## src/rtl/pin_entry.sv

```systemverilog
// Keypad PIN entry: two hex nibbles -> password, single-cycle enter strobe, alarm lockout; outputs registered, zero extra latency.
// Optional idle timeout of partial entries enabled by defining PIN_ENTRY_TIMEOUT_EN.
module pin_entry #(
    parameter int TIMEOUT_CYCLES = 1024,
    parameter int LOCKOUT_CYCLES = 256
) (
    input  logic       clock,
    input  logic       reset,
    input  logic       key_valid,
    input  logic [4:0] key_code,
    input  logic       pinAlarm,
    output logic [7:0] password,
    output logic       enter,
    output logic [1:0] digit_count,
    output logic       locked,
    output logic       timeout_err
);

    localparam int LW = (LOCKOUT_CYCLES > 2) ? $clog2(LOCKOUT_CYCLES) : 1;

    typedef enum logic [2:0] {
        S_IDLE = 3'd0,
        S_ONE  = 3'd1,
        S_TWO  = 3'd2,
        S_SEND = 3'd3,
        S_LOCK = 3'd4
    } state_t;

    state_t         r_state, w_state;
    logic [7:0]     r_sr, w_sr;
    logic [7:0]     r_pwd, w_pwd;
    logic           r_kv;
    logic           r_enter, w_enter;
    logic [1:0]     r_dcnt, w_dcnt;
    logic           r_locked, w_locked;
    logic [LW-1:0]  r_lock_cnt, w_lock_cnt;
    logic           w_press, w_is_digit, w_is_enter, w_is_clear;
    logic           w_to_hit;

`ifdef PIN_ENTRY_TIMEOUT_EN
    localparam int TW = (TIMEOUT_CYCLES > 2) ? $clog2(TIMEOUT_CYCLES) : 1;

    logic [TW-1:0]  r_idle_cnt, w_idle_cnt;
    logic           r_terr;

    assign w_to_hit = ((r_state == S_ONE) || (r_state == S_TWO)) &&
                      (r_idle_cnt == TW'(TIMEOUT_CYCLES - 1));

    // Any press restarts the idle window; outside ONE/TWO the counter rests at zero.
    always_comb begin
        w_idle_cnt = r_idle_cnt + 1'b1;
        if (w_press || !((w_state == S_ONE) || (w_state == S_TWO)))
            w_idle_cnt = '0;
    end

    always_ff @(posedge clock or negedge reset) begin
        if (!reset) begin
            r_idle_cnt <= '0;
            r_terr     <= 1'b0;
        end else begin
            r_idle_cnt <= w_idle_cnt;
            r_terr     <= w_to_hit && !pinAlarm && !w_press;
        end
    end

    assign timeout_err = r_terr;
`else
    assign w_to_hit    = 1'b0;
    assign timeout_err = 1'b0;
`endif

    assign w_press    = key_valid & ~r_kv;
    assign w_is_digit = ~key_code[4];
    assign w_is_enter = (key_code == 5'h10);
    assign w_is_clear = (key_code == 5'h11);

    always_comb begin
        w_state    = r_state;
        w_sr       = r_sr;
        w_pwd      = r_pwd;
        w_enter    = 1'b0;
        w_lock_cnt = r_lock_cnt;
        case (r_state)
            S_IDLE, S_ONE, S_TWO: begin
                if (pinAlarm) begin
                    w_state    = S_LOCK;
                    w_sr       = 8'h00;
                    w_lock_cnt = LW'(LOCKOUT_CYCLES - 1);
                end else if (w_press) begin
                    if (w_is_digit) begin
                        w_sr    = {r_sr[3:0], key_code[3:0]};
                        w_state = (r_state == S_IDLE) ? S_ONE : S_TWO;
                    end else if (w_is_enter && (r_state == S_TWO)) begin
                        w_state = S_SEND;
                        w_pwd   = r_sr;
                        w_enter = 1'b1;
                    end else if (w_is_clear) begin
                        w_sr    = 8'h00;
                        w_state = S_IDLE;
                    end
                end else if (w_to_hit) begin
                    w_sr    = 8'h00;
                    w_state = S_IDLE;
                end
            end
            S_SEND: begin
                w_sr = 8'h00;
                if (pinAlarm) begin
                    w_state    = S_LOCK;
                    w_lock_cnt = LW'(LOCKOUT_CYCLES - 1);
                end else begin
                    w_state = S_IDLE;
                end
            end
            S_LOCK: begin
                // Alarm holds the counter at full; release only after a full quiet window.
                if (pinAlarm)
                    w_lock_cnt = LW'(LOCKOUT_CYCLES - 1);
                else if (r_lock_cnt == '0)
                    w_state = S_IDLE;
                else
                    w_lock_cnt = r_lock_cnt - 1'b1;
            end
            default: begin
                w_state = S_IDLE;
                w_sr    = 8'h00;
            end
        endcase
    end

    always_comb begin
        w_dcnt = 2'd0;
        case (w_state)
            S_ONE:   w_dcnt = 2'd1;
            S_TWO:   w_dcnt = 2'd2;
            default: w_dcnt = 2'd0;
        endcase
        w_locked = (w_state == S_LOCK);
    end

    always_ff @(posedge clock or negedge reset) begin
        if (!reset) begin
            r_state    <= S_IDLE;
            r_sr       <= 8'h00;
            r_pwd      <= 8'h00;
            r_kv       <= 1'b0;
            r_enter    <= 1'b0;
            r_dcnt     <= 2'd0;
            r_locked   <= 1'b0;
            r_lock_cnt <= '0;
        end else begin
            r_state    <= w_state;
            r_sr       <= w_sr;
            r_pwd      <= w_pwd;
            r_kv       <= key_valid;
            r_enter    <= w_enter;
            r_dcnt     <= w_dcnt;
            r_locked   <= w_locked;
            r_lock_cnt <= w_lock_cnt;
        end
    end

    assign password    = r_pwd;
    assign enter       = r_enter;
    assign digit_count = r_dcnt;
    assign locked      = r_locked;

endmodule
```

## config.mk

```make
export PLATFORM = sky130hd
export DESIGN_NAME = pin_entry
export DESIGN_NICKNAME = d
export VERILOG_FILES = /design/src/rtl/pin_entry.sv
export SDC_FILE = /design/constraint.sdc
export NUM_CORES = 1
export LEC_CHECK = 0
export CAP_MARGIN = 20
export CORE_ASPECT_RATIO = 0.6
export CORE_MARGIN = 2
export CORE_UTILIZATION = 55
export CTS_CLUSTER_DIAMETER = 150
export CTS_CLUSTER_SIZE = 30
export DETAILED_ROUTE_END_ITERATION = 8
export GPL_ROUTABILITY_DRIVEN = 0
export GPL_TIMING_DRIVEN = 0
export PLACE_DENSITY_LB_ADDON = 0.1
export SLEW_MARGIN = 20
export SYNTH_ARGS = -nofsm -noshare
export SYNTH_HDL_FRONTEND = slang
export SYNTH_SLANG_ARGS = --single-unit
```

## constraint.sdc

```tcl
create_clock -name clock -period 4.9 [get_ports clock]
set_input_delay 0.98 -clock clock [delete_from_list [all_inputs] [get_ports clock]]
set_output_delay 0.98 -clock clock [all_outputs]
set_load 0.05 [all_outputs]
```

==> summary by stage, run 1 <==
Worst setup path
Walking the worst path, the cells encountered are clkdlybuf4s50_1 > nand2b_1 > nor4_1 > and4_1 > buf_2 > mux2_2. The kind of launch point of the worst setup path is a primary input. Data on the critical path is required at its endpoint by around 5 ns.

The critical path's slowest cell is clkdlybuf4s50_1. The critical path launch point is key_valid. The kind of cell with the highest combined delay along the critical path is buffers and inverters. At the worst endpoint, the arrival time is 2.78 ns. The type of the setup path with the least slack is primary input to register. The source of the worst register-to-register timing path is r_lock_cnt[0]$_DFFE_PN0P_. The type of element capturing the critical path is a register.

The largest incremental delay on the critical path is between 0.5 and 0.6 ns. The count of buffer and inverter cells on the critical path is 2. The highest fanout seen on the critical path is 8.

Logic synthesis
In the post-synthesis netlist, the cell with the most instances is dfrtp_1. The sequential fraction of the synthesis area is 0.559. The average size of a mapped cell is about 12 sq um.

Yosys printed 0 warnings. Summing every instance area after synthesis gives 1430 sq um. The number of synthesized flops with an enable pin is 0. The share of synthesized area in the top cell type comes to 0.559. The gate count of the mapped netlist is between 100 and 150. The share of flip-flops with an asynchronous set or reset is 1.00. The biggest area contributor in the post-synthesis netlist is dfrtp_1. When the netlist entered floorplanning its net count stood at approximately 130.

The dominant synthesized flop cell is dfrtp_1. After synthesis, the cell types taking the most area are dfrtp_1, mux2_2, a22o_1, a311oi_1, nor3_1. The number of unique standard cell types used by synthesis is 40. The number of flip-flops and latches in the synthesized netlist is 32. After synthesis, the most frequently instantiated cells are dfrtp_1, mux2_2, a22o_1, inv_1, nor3_1.

Clock network
After clock tree synthesis, the clock-pin slew on the worst setup and hold paths is roughly 0.060 ns. The number of H-tree branching levels is 2. Counting the buffers created by CTS gives 5. Once the clock tree was built, the setup fixing pass inserted 0 buffers. The buffer depth of the longest clock path is 2.

CTS placed an instance of clkbuf_8 at the clock tree root. In this run, post-CTS hold repair placed 0 buffers. Clock tree synthesis found a total of 32 sinks.

TritonCTS built the clock tree. The clock latency of the later-clocked register in the worst-skew pair is 0.28 ns. The total of cells resized after clock tree synthesis is 0.

Route
Dividing the detail-routed wire length by the instance count gives approximately 16 um. The average via count per standard cell is 5.82. The routed design has approximately 2900 um of wire.

The number of remaining DRC errors is 0. The detailed router placed around 1.1k vias in this run. The count of nets left with antenna violations once routing finished came out at 0. The first detailed-routing pass ran for 4 iterations. The number of DRC markers in iteration 0 is 84.

Power
The cell area power density is 325 nW/um^2. The sum of internal, switching and leakage power is ~0.00058 W. Summed over all cells, the static leakage comes to between 0.7 and 0.8 nW. The maximum resistive drop on vdd is about 200 uV.

Die
The floorplan step set the die width to ~70 um. The number of top-level design ports is 22. The site row count is 14.

The floorplan step defined a die boundary enclosing around 3000 sq um. The region available for standard cell placement spans roughly 2500 sq um. The initial core utilization is 0.576.

The floorplan step set the die height to 43.5 um.

Timing
After layout, the minimum clock period comes to between 2 and 3 ns. Of the available clock period, the critical path in the final layout requires 0.534. Measured against its own limit, the worst slew margin works out to 0.362. At the pin with the least slew margin, the transition time is between 0.9 and 1 ns. The max-slew violation total from the final report was 0. Adding up every negative setup slack in the final design gives 0 ns. Setup repair after global routing left no endpoint under its margin.

The final-report setup violation count is 0. Between clock sinks in the finished design, the worst skew comes to between 0.007 and 0.008 ns. The fmax is 382 MHz. The final hold slack is 0.504 ns. The number of failing hold endpoints at the final stage is 0.

The final critical-path setup slack is 2.28 ns.

Layout
The diode insertion count for antenna repair is 0. In the final design database the tool counted roughly 160 nets. Summing all flip-flop and latch instances after layout gives ~800 sq um. Relative to the synthesized area, the layout overhead comes to 24.5%. The number of fill cells in the layout is approximately 180.

In the final layout, the multi-input gates occupy between 500 and 600 sq um. The share of post-route cells with drive strength above 1 is 0.181.

Worst hold path
The path class of the lowest-slack min-delay path is register to register. The worst min-delay path startpoint is password[6]$_DFFE_PN0P_.

Global routing
The first global-routing pass estimated 4690 um of wire. For this run, the total global-route usage over all layers was measured as 0.212. The residual overflow from global routing is 0.

The initial antenna violation count is 0. The maximum number of pins on one net before global-route repair is 33. The via count of the first global-routing pass is just under 1k.

Placement
The HPWL reported at the end of detailed placement is a little over 2000 um. Prior to clock tree synthesis, the placed netlist has a worst setup slack of between 2 and 2.5 ns. Buffers placed on the I/O ports in this run total 19.

Status
The flow ran to the end, and the final reports show no timing, DRC or antenna violations.

Flow run
Across the run, the number of max-cap violations was 0.
==> worst paths after layout <==
check / to / slack (ns) / depth (start not counted)
min reg2reg: password[6]$_DFFE_PN0P_ / 0.50 / 1
max reg2reg: r_lock_cnt[2]$_DFFE_PN0P_ / 2.91 / 7
min: password[6]$_DFFE_PN0P_ / 0.50 / 1
min in group asynchronous: password[1]$_DFFE_PN0P_ / 0.73 / 1
max: password[3]$_DFFE_PN0P_ / 2.28 / 6
max in group asynchronous: r_lock_cnt[2]$_DFFE_PN0P_ / 3.72 / 1
==> layout make-up <==
class | count | share of cell area
Buffer | 5 | 0.0175
Clock buffer | 7 | 0.0540
Clock inverter | 1 | 0.0168
Inverter | 8 | 0.0168
Multi-Input combinational cell | 77 | 0.320
Sequential cell | 32 | 0.449
Tap cell | 32 | 0.0224
Timing Repair Buffer | 19 | 0.104
==> per-stage QoR <==
step / instance area, sq um / instances / util
2_1_floorplan: 1430 / 122 / -
3_3_place_gp: 1660 / 173 / 0.669
3_5_place_dp: 1660 / 173 / 0.666
4_1_cts: 1780 / 181 / 0.717
5_1_grt: 1780 / 181 / 0.717
6_report: 1780 / 181 / 0.717
==> cells by family after synthesis <==
| kind of cell | count (synthesis) | synth area share |
|---|---|---|
| other | 1 | 0.00262 |
| muxes | 9 | 0.0707 |
| AOI/OAI and AO/OA | 33 | 0.177 |
| buffers and inverters | 13 | 0.0428 |
| adders and majority gates | 1 | 0.00873 |
| DFF | 32 | 0.559 |
| and+or+nand+nor | 33 | 0.139 |
==> state kept, by name, summed over array words and instances (netlist names) <==
name         cells
locked           1
password         8
r_lock_cnt       8
r_state          3
r_sr             8
r_kv             1
enter            1
digit_count      2
==> worst register-to-register path: stages (launching register included) <==
cell and delay, ns:
dfrtp_1 0.39, inv_1 0.11, ha_1 0.23, or2b_2 0.32, or3_1 0.33, buf_6 0.15
a311oi_1 0.26, a21oi_1 0.08
==> cells in the final DEF, fill, tap and decap left out, types with 3 or more instances in the layout <==
cell | netlist | routed
a22o_1 | 8 | 8
dfrtp_1 | 32 | 32
a21oi_1 | 5 | 5
nand3_1 | 3 | 3
nor3_1 | 6 | 6
clkdlybuf4s50_1 | 0 | 18
nor2_1 | 3 | 3
nor4_1 | 3 | 3
mux2_2 | 9 | 9
a311oi_1 | 4 | 4
o21ai_0 | 5 | 5
inv_1 | 8 | 8
clkbuf_8 | 0 | 7
==> where the power goes <==
| part | leakage [nW] | switching, W | internal (W) |
|---|---|---|---|
| Sequential | 0.397 | 0.00000549 | 0.000270 |
| Clock | 0.0645 | 0.0000939 | 0.000179 |
| Combinational | 0.316 | 0.0000179 | 0.0000123 |
| Total | 0.777 | 0.000117 | 0.000462 |
==> routing by layer <==
metal / share of wire / global-route usage / vias to the layer above
met5: 0 / 0 / -
met3: 0.057 / 0.0721 / 5
met1: 0.48 / 0.289 / 513
li1: - / - / 510
met4: 0.013 / 0.104 / 0
met2: 0.44 / 0.310 / 26
Power figures use the tool's default switching activity.
==> run 2, diff against run 1 <==
--- a/config.mk
+++ b/config.mk
@@ -8,7 +8,7 @@
 export CAP_MARGIN = 20
 export CORE_ASPECT_RATIO = 0.6
 export CORE_MARGIN = 2
-export CORE_UTILIZATION = 55
+export CORE_UTILIZATION = 52
 export CTS_CLUSTER_DIAMETER = 150
 export CTS_CLUSTER_SIZE = 30
 export DETAILED_ROUTE_END_ITERATION = 8
==> constraint.sdc (replaced) <==
create_clock -name clock -period 2.5 [get_ports clock]
set_input_delay 0.5 -clock clock [delete_from_list [all_inputs] [get_ports clock]]
set_output_delay 0.5 -clock clock [all_outputs]
set_load 0.05 [all_outputs]
==> run 2 against run 1 <==
  * Clock power grew 74%
  * Routed wire length decreased by 2.8%
  * First-iteration DRC count decreased by 12%
  * Sequential power increased by 96%
  * Utilization fell by 2.7 points
  * Power is 85% higher
  * Count of clock-buffer cells in the layout is 1 lower
  * Combinational power rose by 93%
  * Register-to-register slack lost 2.4 ns
  * Global-route usage shrank 1.4 points
  * Die area rose by 5.3%
  * Via count decreased by 0.76%
  * Critical path type unchanged
==> summary by stage, run 2 (synthesis results as in run 1) <==
Power
The internal power summed over all cells was 0.000849 W (+84%). The switching portion of total power was 0.209 (+0.00642). The share of power burned in combinational logic was 0.054 (+0.002).

The switching power total came to 0.000224 W (+91%). The leakage power summed over all cells came to 0.768 nW (-1.2%). The sequential group share of total power came to 0.504 (+0.028). The maximum resistive drop on vdd is 384 uV (+91%). The fraction of power consumed by the clock network came to 0.442 (-0.030). The cell area power density is 608 nW/um^2 (+87%).

Layout
The number of fill cells in the layout is 191 (+4.9%). The layout net count is 158 (unchanged). Compared with the post-synthesis result, the final layout area differs by 23.2%. In the layout the commonest cells are dfrtp_1, clkdlybuf4s50_1, mux2_2, inv_1, a22o_1. The share of post-route cells with drive strength above 1 is 0.174 (-0.00671).

The diode insertion count for antenna repair was 0 (unchanged). The library cell used most frequently in the layout, excluding fill and tap cells, is dfrtp_1. The combined flip-flop and latch cell area is 801 sq um (unchanged). The number of cells in the finished layout apart from fillers is 181 (unchanged). The area of the multi-input gates is 571 sq um (unchanged).

Route
The number of nets with antenna violations after detailed routing is 0 (unchanged). The average via count per standard cell is 5.78 (-0.76%). The iteration count of the initial detailed-routing pass was 4 (unchanged). The sum of routed wire length over all layers is 2780 um (-2.8%). The number of DRC markers in iteration 0 is 74 (-12%). The number of vias in the routed layout is 1046 (-0.76%). The number of remaining DRC errors is 0 (unchanged). The final routed wire length divided by cell count is 15.4 um (-2.8%).

Worst setup path
The type of the setup path with the least slack is primary input to register. In this run the worst setup path begins at key_valid. The startpoint identified for the worst register-to-register timing path is r_lock_cnt[6]$_DFFE_PN0P_. The slowest stage of the critical path belongs to the cell clkdlybuf4s50_1. The highest fanout seen on the critical path is 8 (unchanged). STA classifies the critical path endpoint as a register.

The category of cells accounting for the largest share of critical-path delay is buffers and inverters. The data required time at the worst endpoint was 2.66 ns (-2.41 ns). The worst path arrival time is 2.27 ns (-0.51 ns). The kind of launch point of the worst setup path is a primary input.

The critical path goes through clkdlybuf4s50_1 > nand2b_1 > nor4_1 > and4_1 > buf_2 > mux2_2. The count of buffer and inverter cells on the critical path is 2 (unchanged). The largest incremental delay on the critical path is 0.51 ns (about the same).

Placement
The worst slack at placement is 0.122 ns (-1.91 ns). The HPWL reported at the end of detailed placement was 1980 um (-1.9%). The count of port buffers added during placement is 19 (unchanged). The total placed cells including tap cells is 173 (unchanged).

Timing
The final setup TNS came to 0 ns (unchanged). The final critical-path required period is roughly 2.1 ns. The final period utilization is 0.843. The number of failing hold endpoints at the final stage is 0 (unchanged).

The clock skew is 0.00877 ns (+0.00169 ns). The transition time at the pin with the least slew margin is 0.940 ns (-0.00943 ns). The final-report setup violation count came to 0 (unchanged). The normalized max-slew margin is 0.368 (+0.00633). The final critical-path setup slack is 0.393 ns (-1.89 ns). The max-slew violation total from the final report is 0 (unchanged). The final hold slack is 0.252 ns (-0.251 ns).

For this run, the top clock speed supported by timing is ~470 MHz. Setup repair after global routing left no endpoint under its margin.

Die
The height of the chip came to 44.7 um (+2.6%). The site row count is 14 (unchanged). The area inside the core boundary was 2560 sq um (+2.8%).

The die width came to 71.8 um (+2.7%). The die outline area came to 3200 sq um (+5.3%). The initial core utilization came to 0.560 (-0.0158). The number of top-level design ports is 22 (unchanged).

Clock network
Clock tree synthesis selected as its root buffer the cell clkbuf_8. The clock transition at the registers of the reported paths is 0.06 ns (about the same). The clock latency of the later-clocked register in the worst-skew pair was 0.28 ns (about the same). The count of hold-fix buffers inserted at cts is 0 (unchanged). The number of sinks on the clock net came to 32 (unchanged).

The total of cells resized after clock tree synthesis was 0 (unchanged). The buffer depth of the longest clock path was 2 (unchanged). The number of H-tree branching levels is 2 (unchanged). The number of buffers created by CTS is 5 (unchanged). The post-CTS setup buffer count came to 0 (unchanged). The clock tree from TritonCTS is yes.

Status
The flow ran to the end, and the final reports show no timing, DRC or antenna violations.

Global routing
The first-pass GRT wire length came to 4600 um (-1.9%). The initial antenna violation count is 0 (unchanged). The residual overflow from global routing came to 0 (unchanged).

The via count of the first global-routing pass is 977 (-0.20%). The total global-route track usage is 0.198 (-0.0141). The maximum number of pins on one net before global-route repair was 33 (unchanged).

Worst hold path
The path class of the lowest-slack min-delay path is primary input to asynchronous set/reset pin.

Flow run
The count of max-cap constraint violations is 0 (unchanged).
[run 2: cell types whose count changed in the layout (fill, tap and decap cells not counted), sizes merged]
cell / previous run / this run
clkbuf: 9 / 8
clkinv: 0 / 1
[run 2: through the flow]
| step | utilization | power (W) | area (sq um) |
|---|---|---|---|
| finish | 0.690 | 0.00107 | 1770 |
| global route | 0.690 | 0.00112 | 1770 |
| CTS | 0.690 | 0.00109 | 1770 |
| detailed placement | 0.648 | 0.000609 | 1660 |
| global placement | 0.650 | 0.000606 | 1660 |
| floorplan | - | 0.000576 | 1430 |
[run 2: power by group through the flow]
stage / combinational [W] / clock (W) / sequential, W
2_1_floorplan: 0.0000294 / 0 / 0.000547
4_1_cts: 0.0000592 / 0.000486 / 0.000540
5_1_grt: 0.0000648 / 0.000517 / 0.000542
3_5_place_dp: 0.0000588 / 0 / 0.000550
3_3_place_gp: 0.0000571 / 0 / 0.000549
6_report: 0.0000582 / 0.000475 / 0.000541
[run 2: path summary, 6_finish.rpt]
path / end / slack [ns] / cells after the start
worst max-delay path: password[3]$_DFFE_PN0P_ / 0.39 / 6
worst min-delay path: password[1]$_DFFE_PN0P_ / 0.25 / 1
worst max register to register: r_lock_cnt[6]$_DFFE_PN0P_ / 0.52 / 5
worst min register to register: password[1]$_DFFE_PN0P_ / 0.50 / 1
max in group asynchronous: r_lock_cnt[0]$_DFFE_PN0P_ / 1.81 / 1
min in group clock: password[1]$_DFFE_PN0P_ / 0.50 / 1
[run 2: area by class of cell]
class	count	share of cell area
buffer	5	0.0177
clock buffer	6	0.0411
clock inverter	2	0.0198
inverter	8	0.0170
multi-input combinational	77	0.323
sequential	32	0.454
tap	32	0.0227
timing repair buffer	19	0.105
[run 2: metal layers]
| layer | vias up | GRT usage | wire (um) | share of wire |
|---|---|---|---|---|
| met1 | 505 | 0.275 | 1420 | 0.51 |
| met2 | 29 | 0.276 | 1170 | 0.42 |
| met4 | 0 | 0.0943 | 44 | 0.016 |
| li1 | 504 | - | - | - |
| met3 | 8 | 0.0752 | 152 | 0.055 |
| met5 | - | 0 | 0 | 0 |
